### src/rtl/mult16_seq_pkg.sv
// Shared definitions for the sequential 16x16 shift-add multiplier.
package mult16_seq_pkg;

  localparam int WIDTH = 16;
  localparam int ITERS = 16;
  localparam int CNT_W = $clog2(ITERS);

  // Counter value on the final iteration of a multiply.
  localparam logic [CNT_W-1:0] LAST_ITER = CNT_W'(ITERS - 1);

  typedef enum logic [1:0] {
    IDLE = 2'd0,
    RUN  = 2'd1,
    DONE = 2'd2
  } state_t;

endpackage

### src/rtl/mult16_seq_cla.sv
// 16-bit two-level carry-lookahead adder built from four 4-bit lookahead groups.
module cla16 (
  input  logic [15:0] a,
  input  logic [15:0] b,
  input  logic        cin,
  output logic [15:0] sum,
  output logic        cout
);

  logic [3:0] grp_g;
  logic [3:0] grp_p;
  logic [4:0] grp_c;

  genvar gi;
  generate
    for (gi = 0; gi < 4; gi++) begin : g_grp
      logic [3:0] p;
      logic [3:0] g;
      logic [3:0] c;

      assign p = a[4*gi +: 4] ^ b[4*gi +: 4];
      assign g = a[4*gi +: 4] & b[4*gi +: 4];

      // In-group carries, fully expanded from the group carry-in.
      assign c[0] = grp_c[gi];
      assign c[1] = g[0] | (p[0] & c[0]);
      assign c[2] = g[1] | (p[1] & g[0]) | (p[1] & p[0] & c[0]);
      assign c[3] = g[2] | (p[2] & g[1]) | (p[2] & p[1] & g[0])
                  | (p[2] & p[1] & p[0] & c[0]);

      // Group generate / propagate feed the second lookahead level.
      assign grp_g[gi] = g[3] | (p[3] & g[2]) | (p[3] & p[2] & g[1])
                       | (p[3] & p[2] & p[1] & g[0]);
      assign grp_p[gi] = &p;

      assign sum[4*gi +: 4] = p ^ c;
    end
  endgenerate

  // Second-level lookahead across the four groups.
  assign grp_c[0] = cin;
  assign grp_c[1] = grp_g[0] | (grp_p[0] & cin);
  assign grp_c[2] = grp_g[1] | (grp_p[1] & grp_g[0]) | (grp_p[1] & grp_p[0] & cin);
  assign grp_c[3] = grp_g[2] | (grp_p[2] & grp_g[1]) | (grp_p[2] & grp_p[1] & grp_g[0])
                  | (grp_p[2] & grp_p[1] & grp_p[0] & cin);
  assign grp_c[4] = grp_g[3] | (grp_p[3] & grp_g[2]) | (grp_p[3] & grp_p[2] & grp_g[1])
                  | (grp_p[3] & grp_p[2] & grp_p[1] & grp_g[0])
                  | (grp_p[3] & grp_p[2] & grp_p[1] & grp_p[0] & cin);

  assign cout = grp_c[4];

endmodule

### src/rtl/mult16_seq.sv
// Sequential unsigned 16x16 multiplier: one shift-add iteration per cycle,
// 16 iterations per product, result held in a registered output.
module mult16_seq (
  input  logic        clk,
  input  logic        rst,
  input  logic        start,
  input  logic [15:0] a,
  input  logic [15:0] b,
  output logic        busy,
  output logic        done,
  output logic [31:0] prod
);

  import mult16_seq_pkg::*;

  state_t             state_q,  state_d;
  logic [CNT_W-1:0]   cnt_q,    cnt_d;
  logic [WIDTH-1:0]   mcand_q,  mcand_d;
  logic [WIDTH-1:0]   acc_hi_q, acc_hi_d;
  logic [WIDTH-1:0]   acc_lo_q, acc_lo_d;
  logic [2*WIDTH-1:0] prod_q,   prod_d;

  logic [WIDTH-1:0]   addend;
  logic [WIDTH-1:0]   add_s;
  logic               add_c;
  logic [2*WIDTH-1:0] shifted;

  // Add the multiplicand only when the current multiplier bit is set.
  assign addend = acc_lo_q[0] ? mcand_q : '0;

  cla16 u_cla (
    .a    (acc_hi_q),
    .b    (addend),
    .cin  (1'b0),
    .sum  (add_s),
    .cout (add_c)
  );

  // 33-bit {carry, sum, acc_lo} shifted right by one; the carry lands in bit 31.
  assign shifted = {add_c, add_s, acc_lo_q[WIDTH-1:1]};

  // Next-state and datapath control; accepts start only outside RUN.
  always_comb begin
    state_d  = state_q;
    cnt_d    = cnt_q;
    mcand_d  = mcand_q;
    acc_hi_d = acc_hi_q;
    acc_lo_d = acc_lo_q;
    prod_d   = prod_q;
    unique case (state_q)
      IDLE, DONE: begin
        if (start) begin
          mcand_d  = a;
          acc_hi_d = '0;
          acc_lo_d = b;
          cnt_d    = '0;
          state_d  = RUN;
        end else if (state_q == DONE) begin
          state_d = IDLE;
        end
      end
      RUN: begin
        {acc_hi_d, acc_lo_d} = shifted;
        cnt_d                = cnt_q + 1'b1;
        if (cnt_q == LAST_ITER) begin
          prod_d  = shifted;
          state_d = DONE;
        end
      end
      default: state_d = IDLE;
    endcase
  end

  // State and datapath registers with synchronous reset.
  always_ff @(posedge clk) begin
    if (rst) begin
      state_q  <= IDLE;
      cnt_q    <= '0;
      mcand_q  <= '0;
      acc_hi_q <= '0;
      acc_lo_q <= '0;
      prod_q   <= '0;
    end else begin
      state_q  <= state_d;
      cnt_q    <= cnt_d;
      mcand_q  <= mcand_d;
      acc_hi_q <= acc_hi_d;
      acc_lo_q <= acc_lo_d;
      prod_q   <= prod_d;
    end
  end

  assign busy = (state_q == RUN);
  assign done = (state_q == DONE);
  assign prod = prod_q;

endmodule

### config.mk
export PLATFORM = sky130hd
export DESIGN_NAME = mult16_seq
export DESIGN_NICKNAME = d
export VERILOG_FILES = /design/src/rtl/mult16_seq_pkg.sv /design/src/rtl/mult16_seq_cla.sv /design/src/rtl/mult16_seq.sv
export SDC_FILE = /design/constraint.sdc
export NUM_CORES = 1
export LEC_CHECK = 0
export CORE_MARGIN = 10
export CORE_UTILIZATION = 56
export CTS_CLUSTER_DIAMETER = 200
export DETAILED_ROUTE_END_ITERATION = 10
export PLACE_DENSITY = 0.84
export SLEW_MARGIN = 20
export SYNTH_ARGS = -nofsm -noshare
export SYNTH_HDL_FRONTEND = slang
export SYNTH_SLANG_ARGS = --single-unit
### constraint.sdc
create_clock -name clk -period 5.63 [get_ports clk]
set_clock_uncertainty 0.05 [all_clocks]
set_input_delay 0.563 -clock clk [delete_from_list [all_inputs] [get_ports clk]]
set_output_delay 0.563 -clock clk [all_outputs]
set_load 0.05 [all_outputs]
==> impl_metrics.ini, run 1 <==
[setup_path]
crit_start = acc_lo_q[0]$_SDFFE_PP0P_
r2r_start = acc_lo_q[0]$_SDFFE_PP0P_
rr_worst_depth = 11
cp.required_ps = 5800
path_max_fanout = 17
crit_path_end_kind = flop
reg2reg_to = acc_hi_q[12]$_SDFFE_PP0P_
worstPathArrival_ps = 3190
worstSetupPathType = reg2reg
r2r_slack_ps = 2610
cp-start-kind = flop
critPathCapture = acc_hi_q[12]$_SDFFE_PP0P_

[clock_tree]
postCtsSetupBuffers = 0
clock-sinks = 86
clk_latency_ps = 360
hold_buffers = 0
cts_buffers = 9
cts_tree = yes
root_buffer = clkbuf_8
cts_max_level = 3
path_clk_slew_ps = 90
clockBufferDepth = 2
post_cts_resized = 0

[yosys]
synthXorXnorAreaFrac_pct = 1.586
netlist_instances = 469
synthMuxAreaShare_pct = 0
syn_nets = 525
syn_area_um2 = 3866
synthAdderAreaFrac_pct = 7.573
synth-seq-cells = 86
ys.flop_type = dfxtp_1
synth_compound_area_share_pct = 21.65
yosys.area_share.simple_pct = 20.45
async_flop_share_pct = 0
yosysWarnings = 0
ys_types = 45
synth-edff-count = 0
synth_area_per_cell_um2 = 8.244
synth_top_family_by_area = compound AO/OA/AOI/OAI gates
yosysSeqAreaShare_pct = 44.53

[drt]
drt-total-wl_mm = 9.471
num_vias = 3406
drt_pass1_iterations = 7
drt-vias-per-instance = 5.620
drtIter0Drc = 214
ant_nets = 0
drc = 0
post_drt_wl_per_cell_um = 15.63

[finish]
fin_cells = 606
mostFrequentLayoutCells = nand2_1, dfxtp_1, a21oi_1, clkdlybuf4s50_1, nor2_1
final_util_pct = 70.72
fin_nets = 577
num_antenna_cells = 0
layout_commonest_cell = nand2_1
area_growth_pct = 23.59
drive_above_1_share_pct = 6.654

[timing]
max_freq_ghz = 0.3315
finalSetupTns_ps = 0
worst_slack_ps = 2614
slew_viol_final = 0
worstMarginPinSlew_ps = 898.3
setup_viol = 0
min_period_ps = 3016
period_share_pct = 53.58
rsz0062_at_grt = no
final_hold_viol_count = 0
relSlewSlack_pct = 40.12

[grt]
grt_max_degree = 85
grt_usage_pct = 17.84
first_global_vias = 3260
overflow = 0
grt_pass1_wl_mm = 15.32
antenna_found_initial = 0

[floorplan]
io_pins = 69
start_util_pct = 57.22
die_w_um = 103.1
die_h_um = 103.1
num_rows = 30
die_area_um2 = 10630
core_area_um2 = 6756

[pwr]
power_density_nw_per_um2 = 252.0
power.total_mw = 1.204
vdd_drop_max_mv = 0.2056
power.leakage_nw = 1.886

[min_path]
hp-start = mcand_q[6]$_SDFFE_PP0P_
hold_depth = 2
hold_class = reg2reg

[place]
gp_congestion = 0.9032
dpl.cell_count = 590
place_hpwl_mm = 6.418
portBuffers = 68
dpl_worst_slack_ps = 2650

[outcome]
outcome = finished, final reports clean

[flow_run]
cap_violations = 0
## per-layer routing
layer / global-route usage, % / wire length, µm
met1: 21.18 / 3993
met2: 30.81 / 4720
met3: 3.619 / 582
met4: 6.952 / 175
met5: 0 / 0
## cell type report
class                   count  area (µm²)
repair buffers             73       713.2
fillers                   540        1978
clock buffers              10       137.6
well taps                  80       100.1
multi-input cells         340        1989
flip-flops and latches     86        1722
clock inverters             6       75.07
inverters                  11       41.29
## metrics by stage
stage                     hold WS, ps  area [µm²]
final                           406.0        4778
after global routing            422.6        4778
after CTS                       406.3        4778
after detailed placement        393.9        4566
after global placement          390.2        4566
after floorplan                 381.7        3866
## synth_stat cells (all sizes together) (4+ instances only)
cell,number,share of area [%]
a211oi,6,1.3
nor2,34,3.3
dfxtp,86,45
nand4,5,0.81
nand2,102,9.9
and2,15,2.4
nand2b,4,0.65
nand3,6,0.78
xnor2,5,1.1
ha,17,5.5
buf,6,0.58
a21oi,72,9.4
and3,4,0.68
a22oi,24,4.7
nor3,4,0.52
clkbuf,26,2.6
inv,11,1.1
fa,4,2.1
a21o,8,1.6
o21ai,4,0.52
## sequential cells by signal, summed over array words and instances (netlist names)
name      flops
mcand_q      16
acc_hi_q     16
state_q       2
cnt_q         4
prod         32
acc_lo_q     16
## worst min-delay path by stage
| stage | endpoint | slack (ps) |
|---|---|---|
| after floorplan | mcand_q[0]$_SDFFE_PP0P_ | 380 |
| after global placement | mcand_q[0]$_SDFFE_PP0P_ | 390 |
| after detailed placement | mcand_q[6]$_SDFFE_PP0P_ | 390 |
| after CTS | mcand_q[6]$_SDFFE_PP0P_ | 410 |
| after global routing | prod[1]$_SDFFE_PP0P_ | 420 |
| final | mcand_q[6]$_SDFFE_PP0P_ | 410 |
## critical path, stage by stage, from the launching register on
cell	delay (ps)
dfxtp_1	650
and2_1	200
ha_1	280
a21o_1	250
a211oi_2	260
o211ai_2	180
nand2_1	140
nand2b_1	90
fa_1	380
xor2_1	190
a22oi_1	150
nor2_1	60
## logic make-up after synthesis
kind of cell | after synthesis
fa+ha+maj | 21
buf+inv | 43
flops | 86
compound gates | 130
xor+xnor | 7
simple gates | 182
## power by group
part,switching [mW],internal (mW)
Sequential,0.0136,0.626
Clock,0.234,0.224
Combinational,0.0619,0.0443
(Power assumes the default switching activity.)
==> inputs of run 2 (changes only) <==
--- a/config.mk
+++ b/config.mk
@@ -6,10 +6,10 @@
 export NUM_CORES = 1
 export LEC_CHECK = 0
 export CORE_MARGIN = 10
-export CORE_UTILIZATION = 56
+export CORE_UTILIZATION = 47
 export CTS_CLUSTER_DIAMETER = 200
 export DETAILED_ROUTE_END_ITERATION = 10
-export PLACE_DENSITY = 0.84
+export PLACE_DENSITY = 0.75
 export SLEW_MARGIN = 20
 export SYNTH_ARGS = -nofsm -noshare
 export SYNTH_HDL_FRONTEND = slang
==> constraint.sdc (replaced) <==
create_clock -name clk -period 2.44 [get_ports clk]
set_clock_uncertainty 0.05 [all_clocks]
set_input_delay 0.244 -clock clk [delete_from_list [all_inputs] [get_ports clk]]
set_output_delay 0.244 -clock clk [all_outputs]
set_load 0.05 [all_outputs]
==> run 2 against run 1 <==
Flip-flop and latch count unchanged. Clock power is 120% higher. Via count grew 2.0%. Register-to-register slack got worse by 2600 ps. Wire length is 5.5% higher. Count of clock-buffer cells in the layout is 1 lower. Combinational power grew to 2.5 times the previous value. Utilization decreased by 7.4 points. Fmax increased by 24%. Hold slack worse by 120 ps. Sequential power grew 130%. Largest power group unchanged.
==> impl_metrics.ini, run 2 (synthesis gave the netlist of run 1 again) <==
[outcome]
outcome = finished, final reports clean

[setup_path]
path_max_fanout = 12
crit_cells = 12
crit_buf_inv = 1
slowest_delay_ps = 430
cp.required_ps = 2640
cp_top_family = compound AO/OA/AOI/OAI gates
rr_worst_depth = 12
worstSetupPathType = reg2reg
crit_slowest_cell = dfxtp_4
cp-start-kind = flop
worstPathArrival_ps = 2630
crit_path_end_kind = flop
path_cells = and2_4, ha_4, buf_4, o211a_1, o21ai_1, a21oi_2, nand2_2, nand2b_1, fa_2, xor2_1, a22oi_1, nor2_1

[clock_tree]
cts_max_level = 3
cts_tree = yes
clock-sinks = 86
cts_buffers = 9
root_buffer = clkbuf_8
clockBufferDepth = 2
path_clk_slew_ps = 100
clk_latency_ps = 380

[finish]
fin_nets = 602
area_growth_pct = 32.49
num_antenna_cells = 0
multi_input_area_um2 = 2108
drive_above_1_share_pct = 14.52
fin_cells = 656
mostFrequentLayoutCells = nand2_1, dfxtp_1, a21oi_1, clkdlybuf4s50_1, nor2_1
n_fill_cell = 711
layout_commonest_cell = nand2_1
largest_register_ffs = 32
final-seq-area_um2 = 1725

[grt]
first_global_vias = 3458
grt_pass1_wl_mm = 16.88
grt_usage_pct = 16.23
antenna_found_initial = 0
grt_max_degree = 53
overflow = 0

[place]
gp_congestion = 0.9169
portBuffers = 68
place_hpwl_mm = 6.911
dpl_worst_slack_ps = -133.5
dpl.cell_count = 636

[timing]
worst_slack_ps = 12.50
min_period_ps = 2428
holdWs_ps = 281.3
final_hold_viol_count = 0
max_freq_ghz = 0.4119
setup_viol = 0
relSlewSlack_pct = 59.97
slew_viol_final = 0
worstMarginPinSlew_ps = 599.9
rsz0062_at_grt = yes
finalSetupTns_ps = 0
period_share_pct = 99.49

[drt]
num_vias = 3474
drc = 0
drtIter0Drc = 144
post_drt_wl_per_cell_um = 15.24
drt-vias-per-instance = 5.296
drt-total-wl_mm = 9.995
drt_pass1_iterations = 5
ant_nets = 0

[floorplan]
core_area_um2 = 8093
start_util_pct = 47.77
die_h_um = 110.7
die_w_um = 110.7
die_area_um2 = 12250
io_pins = 69
num_rows = 33

[pwr]
power.leakage_nw = 2.000
power_density_nw_per_um2 = 536.4
vdd_drop_max_mv = 0.3763

[flow_run]
cap_violations = 0

[min_path]
hold_class = in2reg
hold_depth = 3
run 2: worst reg2reg max path, stage by stage, from the launching register on:
cell,delay (ps)
dfxtp_4,430
and2_4,170
ha_4,190
buf_4,140
o211a_1,120
o21ai_1,210
a21oi_2,80
nand2_2,90
nand2b_1,70
fa_2,340
xor2_1,180
a22oi_1,160
nor2_1,60
run 2: per-layer routing:
| metal | GRT usage (%) | vias to the layer above | part of all wire, % |
|---|---|---|---|
| met5 | 0 | - | 0 |
| met4 | 6.076 | 0 | 1.4 |
| met3 | 4.275 | 12 | 5.7 |
| met2 | 26.26 | 82 | 47 |
| met1 | 20.14 | 1614 | 45 |
| li1 | - | 1766 | - |
run 2: where the power goes:
group | total (mW) | internal (mW) | switching (mW)
Combinational | 0.269 | 0.120 | 0.150
Clock | 1.00 | 0.406 | 0.597
Sequential | 1.48 | 1.44 | 0.0315
run 2: layout make-up:
cell class | instances | area share [%]
repair buffers | 98 | 17.78
clock inverters | 7 | 1.588
inverters | 11 | 0.8061
clock buffers | 9 | 2.418
well taps | 105 | 2.565
multi-input cells | 340 | 41.16
flip-flops and latches | 86 | 33.68
run 2: path summary, 6_finish.rpt:
kind                            start                   endpoint  slack [ps]
max          acc_lo_q[0]$_SDFFE_PP0P_  acc_hi_q[12]$_SDFFE_PP0P_          10
max reg2reg  acc_lo_q[0]$_SDFFE_PP0P_  acc_hi_q[12]$_SDFFE_PP0P_          10
min reg2reg     prod[12]$_SDFFE_PP0P_      prod[12]$_SDFFE_PP0P_         410
min                               rst      cnt_q[3]$_SDFFE_PP0P_         280
run 2: timing repair:
item | CTS | global route
setup endpoints to repair | 11 | 12
hold buffers | 0 | 0
resized for setup | 4 | 9
pin swaps | 2 | 1
buffers inserted | 2 | 2
run 2: per-stage QoR:
stage / area, µm² / total power, mW / utilization [%]
floorplan: 3943 / 1.650 / -
global placement: 4831 / 1.765 / 59.69
detailed placement: 4831 / 1.772 / 59.69
CTS: 5069 / 2.775 / 62.63
global route: 5122 / 2.868 / 63.30
finish: 5122 / 2.748 / 63.30
